[config.mk]
export PLATFORM = sky130hd
export DESIGN_NAME = hongwai_rx
export DESIGN_NICKNAME = d
export VERILOG_FILES = /design/src/rtl/hongwai_rx.sv
export SDC_FILE = /design/constraint.sdc
export NUM_CORES = 1
export LEC_CHECK = 0
export CAP_MARGIN = 20
export CORE_UTILIZATION = 57
export DETAILED_ROUTE_END_ITERATION = 6
export HOLD_SLACK_MARGIN = 0.03
export PLACE_DENSITY = 0.79
export RECOVER_POWER = 25
export SLEW_MARGIN = 0
export SYNTH_ARGS = -nofsm -noshare
export SYNTH_HDL_FRONTEND = slang
export SYNTH_SLANG_ARGS = --single-unit
[constraint.sdc]
create_clock -name clk -period 7.9 [get_ports clk]
set_input_delay 2.37 -clock clk [delete_from_list [all_inputs] [get_ports clk]]
set_output_delay 2.37 -clock clk [all_outputs]
set_load 0.01 [all_outputs]
[src/rtl/hongwai_rx.sv]
`default_nettype none
// ============================================================================
// Module      : hongwai_rx
// Description : Infrared receiver/decoder for the air-conditioner remote link.
//               Synchronizes and de-glitches the demodulated IR pin, measures
//               mark/space durations in 10 us ticks and decodes the frame
//               leader / 35-bit segment / connector / 32-bit segment / end
//               mark, presenting both words with a one-cycle valid strobe.
// Revision    : 1.0 - initial release
// ============================================================================
module hongwai_rx #(
  parameter int TICK_DIV = 500,   // clk cycles per duration tick
  parameter int GLITCH   = 16,    // cycles a new level must hold to be accepted
  parameter int TIMEOUT  = 2500   // ticks without an edge that abort a frame
) (
  input  logic        clk,
  input  logic        rst,
  input  logic        IR_in,
  output logic [34:0] data35_out,
  output logic [31:0] data32_out,
  output logic        frame_valid,
  output logic        frame_err,
  output logic        busy,
  output logic        led_out
);

  // --------------------------------------------------------------------------
  // Constants
  // --------------------------------------------------------------------------
  localparam int PW = (TICK_DIV > 1) ? $clog2(TICK_DIV) : 1;
  localparam int GW = $clog2(GLITCH + 1);

  localparam logic [PW-1:0] C_PRESC_MAX  = PW'(TICK_DIV - 1);
  localparam logic [GW-1:0] C_GLITCH_MAX = GW'(GLITCH - 1);
  localparam logic [11:0]   C_TIMEOUT_M1 = 12'(TIMEOUT - 1);
  localparam logic [11:0]   C_CNT_SAT    = 12'd4095;

  // Duration windows in ticks, both bounds inclusive
  localparam logic [11:0] C_LM_MIN  = 12'd800;
  localparam logic [11:0] C_LM_MAX  = 12'd1000;
  localparam logic [11:0] C_LS_MIN  = 12'd400;
  localparam logic [11:0] C_LS_MAX  = 12'd500;
  localparam logic [11:0] C_BM_MIN  = 12'd40;
  localparam logic [11:0] C_BM_MAX  = 12'd80;
  localparam logic [11:0] C_ZS_MIN  = 12'd40;
  localparam logic [11:0] C_ZS_MAX  = 12'd80;
  localparam logic [11:0] C_OS_MIN  = 12'd140;
  localparam logic [11:0] C_OS_MAX  = 12'd200;
  localparam logic [11:0] C_CS_MIN  = 12'd1800;
  localparam logic [11:0] C_CS_MAX  = 12'd2200;

  localparam logic [5:0] C_SEG0_LEN = 6'd35;
  localparam logic [5:0] C_SEG1_LEN = 6'd32;

  typedef enum logic [2:0] {
    S_IDLE       = 3'd0,
    S_LEAD_MARK  = 3'd1,
    S_LEAD_SPACE = 3'd2,
    S_MARK       = 3'd3,
    S_SPACE      = 3'd4
  } state_t;

  // --------------------------------------------------------------------------
  // Signals
  // --------------------------------------------------------------------------
  logic          ir_s1_q;
  logic          ir_s2_q;
  logic          filt_q;
  logic          filt_prev_q;
  logic [GW-1:0] gcnt_q;
  logic [PW-1:0] presc_q;
  logic [11:0]   tick_cnt_q;

  state_t        state_q,  state_d;
  logic          seg_q,    seg_d;
  logic [5:0]    cnt_q,    cnt_d;
  logic [34:0]   sh35_q,   sh35_d;
  logic [31:0]   sh32_q,   sh32_d;
  logic [34:0]   data35_q, data35_d;
  logic [31:0]   data32_q, data32_d;
  logic          valid_q,  valid_d;
  logic          err_q,    err_d;
  logic          led_q,    led_d;

  logic          w_edge;
  logic          w_rise;
  logic          w_fall;
  logic          w_tick;
  logic          w_timeout;
  logic [11:0]   w_dur;
  logic          w_lead_mark;
  logic          w_lead_space;
  logic          w_bit_mark;
  logic          w_zero;
  logic          w_one;
  logic          w_conn;
  logic [5:0]    w_seg_len;

  function automatic logic in_win(input logic [11:0] v,
                                  input logic [11:0] lo,
                                  input logic [11:0] hi);
    return (v >= lo) && (v <= hi);
  endfunction

  // --------------------------------------------------------------------------
  // Input conditioning
  // --------------------------------------------------------------------------

  // Two-stage synchronizer; the idle line level is high.
  always_ff @(posedge clk or posedge rst) begin
    if (rst) begin
      ir_s1_q <= 1'b1;
      ir_s2_q <= 1'b1;
    end else begin
      ir_s1_q <= IR_in;
      ir_s2_q <= ir_s1_q;
    end
  end

  // Stable-level filter: adopt the synchronized level only after it has
  // disagreed with the filtered level for GLITCH consecutive cycles.
  always_ff @(posedge clk or posedge rst) begin
    if (rst) begin
      filt_q      <= 1'b1;
      filt_prev_q <= 1'b1;
      gcnt_q      <= '0;
    end else begin
      filt_prev_q <= filt_q;
      if (ir_s2_q != filt_q) begin
        if (gcnt_q == C_GLITCH_MAX) begin
          filt_q <= ir_s2_q;
          gcnt_q <= '0;
        end else begin
          gcnt_q <= gcnt_q + 1'b1;
        end
      end else begin
        gcnt_q <= '0;
      end
    end
  end

  // Edges are seen one cycle after the filtered level changes.
  assign w_edge = filt_q ^ filt_prev_q;
  assign w_rise = w_edge & filt_q;
  assign w_fall = w_edge & ~filt_q;

  // --------------------------------------------------------------------------
  // Duration measurement
  // --------------------------------------------------------------------------
  assign w_tick = (presc_q == C_PRESC_MAX) && !w_edge;

  // Tick prescaler; restarts on every filtered edge so each segment is
  // measured from its own start.
  always_ff @(posedge clk or posedge rst) begin
    if (rst) begin
      presc_q <= '0;
    end else if (w_edge || (presc_q == C_PRESC_MAX)) begin
      presc_q <= '0;
    end else begin
      presc_q <= presc_q + 1'b1;
    end
  end

  // Saturating tick counter holding the length of the current segment.
  always_ff @(posedge clk or posedge rst) begin
    if (rst) begin
      tick_cnt_q <= '0;
    end else if (w_edge) begin
      tick_cnt_q <= '0;
    end else if (w_tick && (tick_cnt_q != C_CNT_SAT)) begin
      tick_cnt_q <= tick_cnt_q + 12'd1;
    end
  end

  // The counter still holds the finished segment's length in the edge cycle.
  assign w_dur        = tick_cnt_q;
  assign w_lead_mark  = in_win(w_dur, C_LM_MIN, C_LM_MAX);
  assign w_lead_space = in_win(w_dur, C_LS_MIN, C_LS_MAX);
  assign w_bit_mark   = in_win(w_dur, C_BM_MIN, C_BM_MAX);
  assign w_zero       = in_win(w_dur, C_ZS_MIN, C_ZS_MAX);
  assign w_one        = in_win(w_dur, C_OS_MIN, C_OS_MAX);
  assign w_conn       = in_win(w_dur, C_CS_MIN, C_CS_MAX);
  assign w_seg_len    = seg_q ? C_SEG1_LEN : C_SEG0_LEN;

  // Timeout fires on the tick that brings the counter to TIMEOUT.
  assign w_timeout = (state_q != S_IDLE) && w_tick && (tick_cnt_q == C_TIMEOUT_M1);

  // --------------------------------------------------------------------------
  // Frame decoder
  // --------------------------------------------------------------------------

  // Decoder state and output registers.
  always_ff @(posedge clk or posedge rst) begin
    if (rst) begin
      state_q  <= S_IDLE;
      seg_q    <= 1'b0;
      cnt_q    <= '0;
      sh35_q   <= '0;
      sh32_q   <= '0;
      data35_q <= '0;
      data32_q <= '0;
      valid_q  <= 1'b0;
      err_q    <= 1'b0;
      led_q    <= 1'b0;
    end else begin
      state_q  <= state_d;
      seg_q    <= seg_d;
      cnt_q    <= cnt_d;
      sh35_q   <= sh35_d;
      sh32_q   <= sh32_d;
      data35_q <= data35_d;
      data32_q <= data32_d;
      valid_q  <= valid_d;
      err_q    <= err_d;
      led_q    <= led_d;
    end
  end

  // Next-state logic: walk the frame edge by edge, classifying each segment.
  // A timeout takes priority over an edge in the same cycle, so that edge is
  // never mistaken for a new leader.
  always_comb begin
    state_d  = state_q;
    seg_d    = seg_q;
    cnt_d    = cnt_q;
    sh35_d   = sh35_q;
    sh32_d   = sh32_q;
    data35_d = data35_q;
    data32_d = data32_q;
    valid_d  = 1'b0;
    err_d    = 1'b0;
    led_d    = led_q;

    if (w_timeout) begin
      state_d = S_IDLE;
      err_d   = 1'b1;
    end else begin
      case (state_q)
        S_IDLE: begin
          if (w_fall) begin
            state_d = S_LEAD_MARK;
          end
        end

        // A mark of the wrong length is not a leader: drop back silently.
        S_LEAD_MARK: begin
          if (w_rise) begin
            state_d = w_lead_mark ? S_LEAD_SPACE : S_IDLE;
          end
        end

        S_LEAD_SPACE: begin
          if (w_fall) begin
            if (w_lead_space) begin
              state_d = S_MARK;
              seg_d   = 1'b0;
              cnt_d   = '0;
            end else begin
              state_d = S_IDLE;
              err_d   = 1'b1;
            end
          end
        end

        S_MARK: begin
          if (w_rise) begin
            if (!w_bit_mark) begin
              state_d = S_IDLE;
              err_d   = 1'b1;
            end else if (seg_q && (cnt_q == C_SEG1_LEN)) begin
              // End mark of the second segment: publish the frame.
              state_d  = S_IDLE;
              data35_d = sh35_q;
              data32_d = sh32_q;
              valid_d  = 1'b1;
              led_d    = ~led_q;
            end else begin
              state_d = S_SPACE;
            end
          end
        end

        S_SPACE: begin
          if (w_fall) begin
            if (!seg_q && (cnt_q == C_SEG0_LEN)) begin
              if (w_conn) begin
                state_d = S_MARK;
                seg_d   = 1'b1;
                cnt_d   = '0;
              end else begin
                state_d = S_IDLE;
                err_d   = 1'b1;
              end
            end else if ((cnt_q < w_seg_len) && (w_zero || w_one)) begin
              if (seg_q) begin
                sh32_d = {sh32_q[30:0], w_one};
              end else begin
                sh35_d = {sh35_q[33:0], w_one};
              end
              cnt_d   = cnt_q + 6'd1;
              state_d = S_MARK;
            end else begin
              state_d = S_IDLE;
              err_d   = 1'b1;
            end
          end
        end

        default: begin
          state_d = S_IDLE;
        end
      endcase
    end
  end

  // --------------------------------------------------------------------------
  // Outputs
  // --------------------------------------------------------------------------
  assign data35_out  = data35_q;
  assign data32_out  = data32_q;
  assign frame_valid = valid_q;
  assign frame_err   = err_q;
  assign led_out     = led_q;
  assign busy        = (state_q != S_IDLE);

endmodule
`default_nettype wire

Word level (Yosys, flattened, before mapping)
Index checks and enable logic that the tools add are counted.
{"block": "word_totals", "reg_bits": 177, "elab_cells": 138, "in_bits": 3}
{"block": "classes", "n_eq_ne": 23, "add_sub_neg": 4, "n_bitwise": 8, "reduce_logical": 27, "n_lt_le_gt_ge": 11, "n_mux": 48}
{"cell": "6-bit two-way mux", "n": 6}
{"cell": "3-bit two-way mux", "n": 9}
{"cell": "12-bit two-way mux", "n": 2}
{"cell": "3-bit != test, second input constant", "n": 7}
{"cell": "1-bit two-way mux", "n": 19}
{"cell": "3-bit case mux with 5 select lines", "n": 1}
{"cell": "7-bit AND reduction", "n": 2}
{"cell": "12-bit by 1-bit adder with 12-bit output, second input constant", "n": 1}
{"cell": "12-bit equality test, second input constant", "n": 1}
{"cell": "6-bit equality test, second input constant", "n": 2}
{"cell": "12-bit by 10-bit >= comparator with 1-bit output, second input constant", "n": 1}
{"cell": "12-bit by 11-bit >= comparator with 1-bit output, second input constant", "n": 1}
{"cell": "12-bit by 6-bit >= comparator with 1-bit output, second input constant", "n": 1}
{"cell": "12-bit by 8-bit >= comparator with 1-bit output, second input constant", "n": 1}
{"cell": "12-bit by 9-bit >= comparator with 1-bit output, second input constant", "n": 1}
{"cell": "12-bit by 10-bit less-or-equal comparator with 1-bit output, second input constant", "n": 1}
{"cell": "12-bit less-or-equal comparator, second input constant", "n": 1}
{"cell": "12-bit by 7-bit less-or-equal comparator with 1-bit output, second input constant", "n": 1}
{"cell": "12-bit by 8-bit less-or-equal comparator with 1-bit output, second input constant", "n": 1}
{"cell": "12-bit by 9-bit less-or-equal comparator with 1-bit output, second input constant", "n": 1}
{"cell": "1-bit logical AND", "n": 12}
{"cell": "12-bit != test, second input constant", "n": 1}
{"cell": "6-bit case mux with 2 select lines", "n": 1}
{"cell": "6-bit AND reduction", "n": 2}
{"cell": "26 further kinds", "n": 45}

Longest topological paths before layout
{"block": "logic_depth", "depth_word": 9, "mapped_depth": 11}

Least setup slack after synthesis
Ideal clock, no wire load.
{"block": "synth_path", "path_kind": "flip-flop to output port", "startpoint": "reg state_q[0]", "endpoint": "out busy", "path_stages_with_launch": 2, "setup_slack_ns": 4.672, "t_arrival_ns": 0.858, "path_cell_list": "dfrtp_1 or3_1"}
{"block": "synth_between", "elab_chain_cells": 1}
{"element": "from (decl)", "line": "74", "rtl": "state_t state_q, state_d;"}
{"element": "from (signal assigned)", "line": "206", "rtl": "state_q <= state_d;"}
{"element": "3-bit nonzero test", "line": "324", "rtl": "assign busy = (state_q != S_IDLE);"}
{"element": "to (decl)", "line": "23", "rtl": "output logic busy,"}
No other way between the ends.

==> impl_metrics.sql <==
INSERT INTO impl_metrics (metric_group, metric, value, unit) VALUES
('timing', 'finalSetupTns', '0', 'ps'),
('clocking', 'clock-root-buffer', 'clkbuf_16', ''),
('route', 'postRouteWirelength', '14.8', 'mm'),
('clocking', 'cts.hold.buffers_added', '0', ''),
('finish', 'layout-drive-gt1-share', '0.265', ''),
('synthesis', 'synth_enable_flop_cells', '0', ''),
('finish', 'nFillCells', '919', ''),
('synthesis', 'yosys_register_bits', '177', ''),
('clocking', 'postCtsResizedCells', '0', ''),
('global_routing', 'globalRouteOverflowTotal', '0', ''),
('timing', 'maxSlewHeadroom', '-0.353', ''),
('finish', 'fin_cells', '829', ''),
('place', 'place.port_buffers', '73', ''),
('critical_path', 'worst_path_dominant_cell_family', 'buffers and inverters', ''),
('critical_path', 'critPathMaxFanout', '76', ''),
('clocking', 'clkLatencyLatePin', '430', 'ps'),
('critical_path', 'worstSetupPathType', 'primary input to async pin', ''),
('synthesis', 'synth-async-reset-ratio', '1.00', ''),
('critical_path', 'critical-path-max-stage-delay', '1170', 'ps'),
('synthesis', 'syn_area', '0.00791', 'mm2'),
('run', 'maxCapViolCount', '1', ''),
('critical_path', 'critPathLaunchType', 'primary input', ''),
('synthesis', 'ys_top_cells_by_area', 'dfrtp_1 (55%), mux2_4 (11%), mux2_2 (11%)', ''),
('floorplan', 'start_util', '0.590', ''),
('finish', 'fin_util', '0.687', ''),
('route', 'first_iter_violations', '294', ''),
('finish', 'num-nets-final', '652', ''),
('finish', 'synthToLayoutAreaGrowth', '16.5', '%'),
('floorplan', 'die_height', '120', 'um'),
('status', 'failing_checks', 'max-capacitance violations, max-slew violations', ''),
('floorplan', 'die_width', '120', 'um'),
('global_routing', 'grt_antenna_before_repair', '0', ''),
('power_and_ir_drop', 'power.leakage', '0.00454', 'uW'),
('finish', 'diodes_inserted', '0', ''),
('synthesis', 'sequential_cell_area_fraction_in_the_yosys_report', '0.561', ''),
('timing', 'grt_setup_unrepaired', 'false', ''),
('synthesis', 'synthCells', '572', ''),
('timing', 'transition_time_at_the_pin_with_the_least_slew_margin', '2020', 'ps'),
('power_and_ir_drop', 'report.power.total', '1820', 'uW'),
('synthesis', 'synth.top_cells.by_count', 'dfrtp_1 (173), mux2_2 (74), mux2_4 (58)', ''),
('synthesis', 'yosys.area.top_type', 'dfrtp_1', ''),
('synthesis', 'synth.distinct_cells', '63', ''),
('min_path', 'holdCritPathClass', 'flop to flop', ''),
('timing', 'finalHoldViolCount', '0', ''),
('status', 'result_of_the_run', 'finished, violations left', ''),
('timing', 'fmax', '212', 'MHz'),
('route', 'route.detailed.wl_per_inst', '17.8', 'um'),
('power_and_ir_drop', 'vdd_drop_max', '0.139', 'mV'),
('global_routing', 'gr-usage-all-layers', '0.227', ''),
('synthesis', 'synthesis.yosys.warnings', '0', ''),
('synthesis', 'syn-num-nets', '584', ''),
('route', 'route.antenna.remaining_nets', '0', ''),
('clocking', 'htree_levels', '4', ''),
('power_and_ir_drop', 'pwr_density_cell', '197', 'mW/mm2'),
('timing', 'final.period_utilization', '0.596', ''),
('synthesis', 'ys.flop_type', 'dfrtp_1', ''),
('timing', 'slew_violations', '45', ''),
('route', 'drt_pre_antenna_iters', '6', ''),
('critical_path', 'worst_path_slowest_cell', 'clkinvlp_2', ''),
('timing', 'holdWs', '397', 'ps'),
('finish', 'seqCellArea', '0.00443', 'mm2'),
('critical_path', 'crit_required', '8400', 'ps'),
('floorplan', 'die_footprint', '0.0144', 'mm2'),
('floorplan', 'io-pin-count', '74', ''),
('clocking', 'cts.path.max_buffers', '2', ''),
('route', 'drc_errors_left', '0', ''),
('route', 'viasPerCell', '5.64', ''),
('route', 'vias', '4676', ''),
('place', 'gp_weighted_congestion', '0.859', ''),
('clocking', 'tritoncts', 'yes', ''),
('clocking', 'cts_setup_buffers', '0', '');
where the power goes:
| group | internal (uW) | switching (uW) | total, uW |
|---|---|---|---|
| logic | 19.4 | 34.9 | 54.2 |
| registers | 923 | 18.1 | 941 |
| clock network | 474 | 347 | 821 |
| total | 1420 | 400 | 1820 |
kinds of logic after synthesis:
logic type               Yosys count  synth area share
XOR/XNOR                          16            0.0177
AND/OR/NAND/NOR                  133            0.0973
AO/OA/AOI/OAI                     54            0.0543
adder cells (fa/ha/maj)            9            0.0142
flip-flops                       177             0.561
multiplexers                     134             0.218
buffers and inverters             49            0.0380
cell type report:
class / count / area share
Sequential cell: 177 / 0.481
Multi-Input combinational cell: 346 / 0.339
Timing Repair Buffer: 76 / 0.0839
Clock buffer: 19 / 0.0481
Tap cell: 176 / 0.0239
Clock inverter: 13 / 0.0148
Inverter: 22 / 0.00910
flip-flops by register name, summed over array words and instances, names as in the netlist:
signal / cells
seg_q: 1
filt_prev_q: 1
data32_out: 32
ir_s1_q: 1
filt_q: 1
sh32_q: 32
presc_q: 9
gcnt_q: 5
ir_s2_q: 1
sh35_q: 35
frame_valid: 1
led_out: 1
tick_cnt_q: 12
state_q: 3
data35_out: 35
frame_err: 1
cnt_q: 6
per-layer routing:
layer | up-vias | wire, um | share of wire | track usage
met5 | - | 0 | 0 | 0
met4 | 0 | 240 | 0.016 | 0.0836
met3 | 19 | 501 | 0.034 | 0.0551
met2 | 103 | 7530 | 0.51 | 0.375
met1 | 2384 | 6500 | 0.44 | 0.292
li1 | 2170 | - | - | -
worst reg2reg max path: stages (launching register included):
cell and delay, ps:
dfstp_1 590, inv_1 80, ha_1 360, inv_1 210
or4b_1 730, o31ai_4 370, a2111o_2 820, mux2_2 450
worst paths after layout:
path | slack (ps) | start | endpoint | cells after the start
setup / recovery | 3190 | rst | sh35_q[30] | 4
hold / removal | 400 | ir_s1_q | ir_s2_q | 0
setup reg to reg | 4180 | filt_q | sh32_q[30] | 7
hold reg to reg | 400 | ir_s1_q | ir_s2_q | 0
max in group clk | 3670 | state_q[0] | busy | 2
min in group asynchronous | 2920 | rst | data35_out[8] | 2
per-stage QoR:
| step | area [um2] | setup slack, ps |
|---|---|---|
| after floorplan | 7910 | 735 |
| after global placement | 8670 | 3500 |
| after detailed placement | 8670 | 3460 |
| after CTS | 9250 | 3650 |
| after global routing | 9210 | 2740 |
| final | 9210 | 3190 |
layout by cell type, fill, tap and decap left out, types with 9 or more instances in the layout:
cell | Yosys | layout
clkbuf_16 | 0 | 17
clkdlybuf4s50_1 | 0 | 71
dfrtp_1 | 173 | 173
ha_1 | 9 | 9
inv_1 | 22 | 21
mux2_1 | 0 | 10
mux2_2 | 74 | 74
mux2_4 | 58 | 48
nand2_1 | 22 | 22
nand3_1 | 15 | 15
nor2_1 | 31 | 31
nor3_1 | 8 | 9
o21ai_0 | 10 | 12
(Power assumes the default switching activity.)
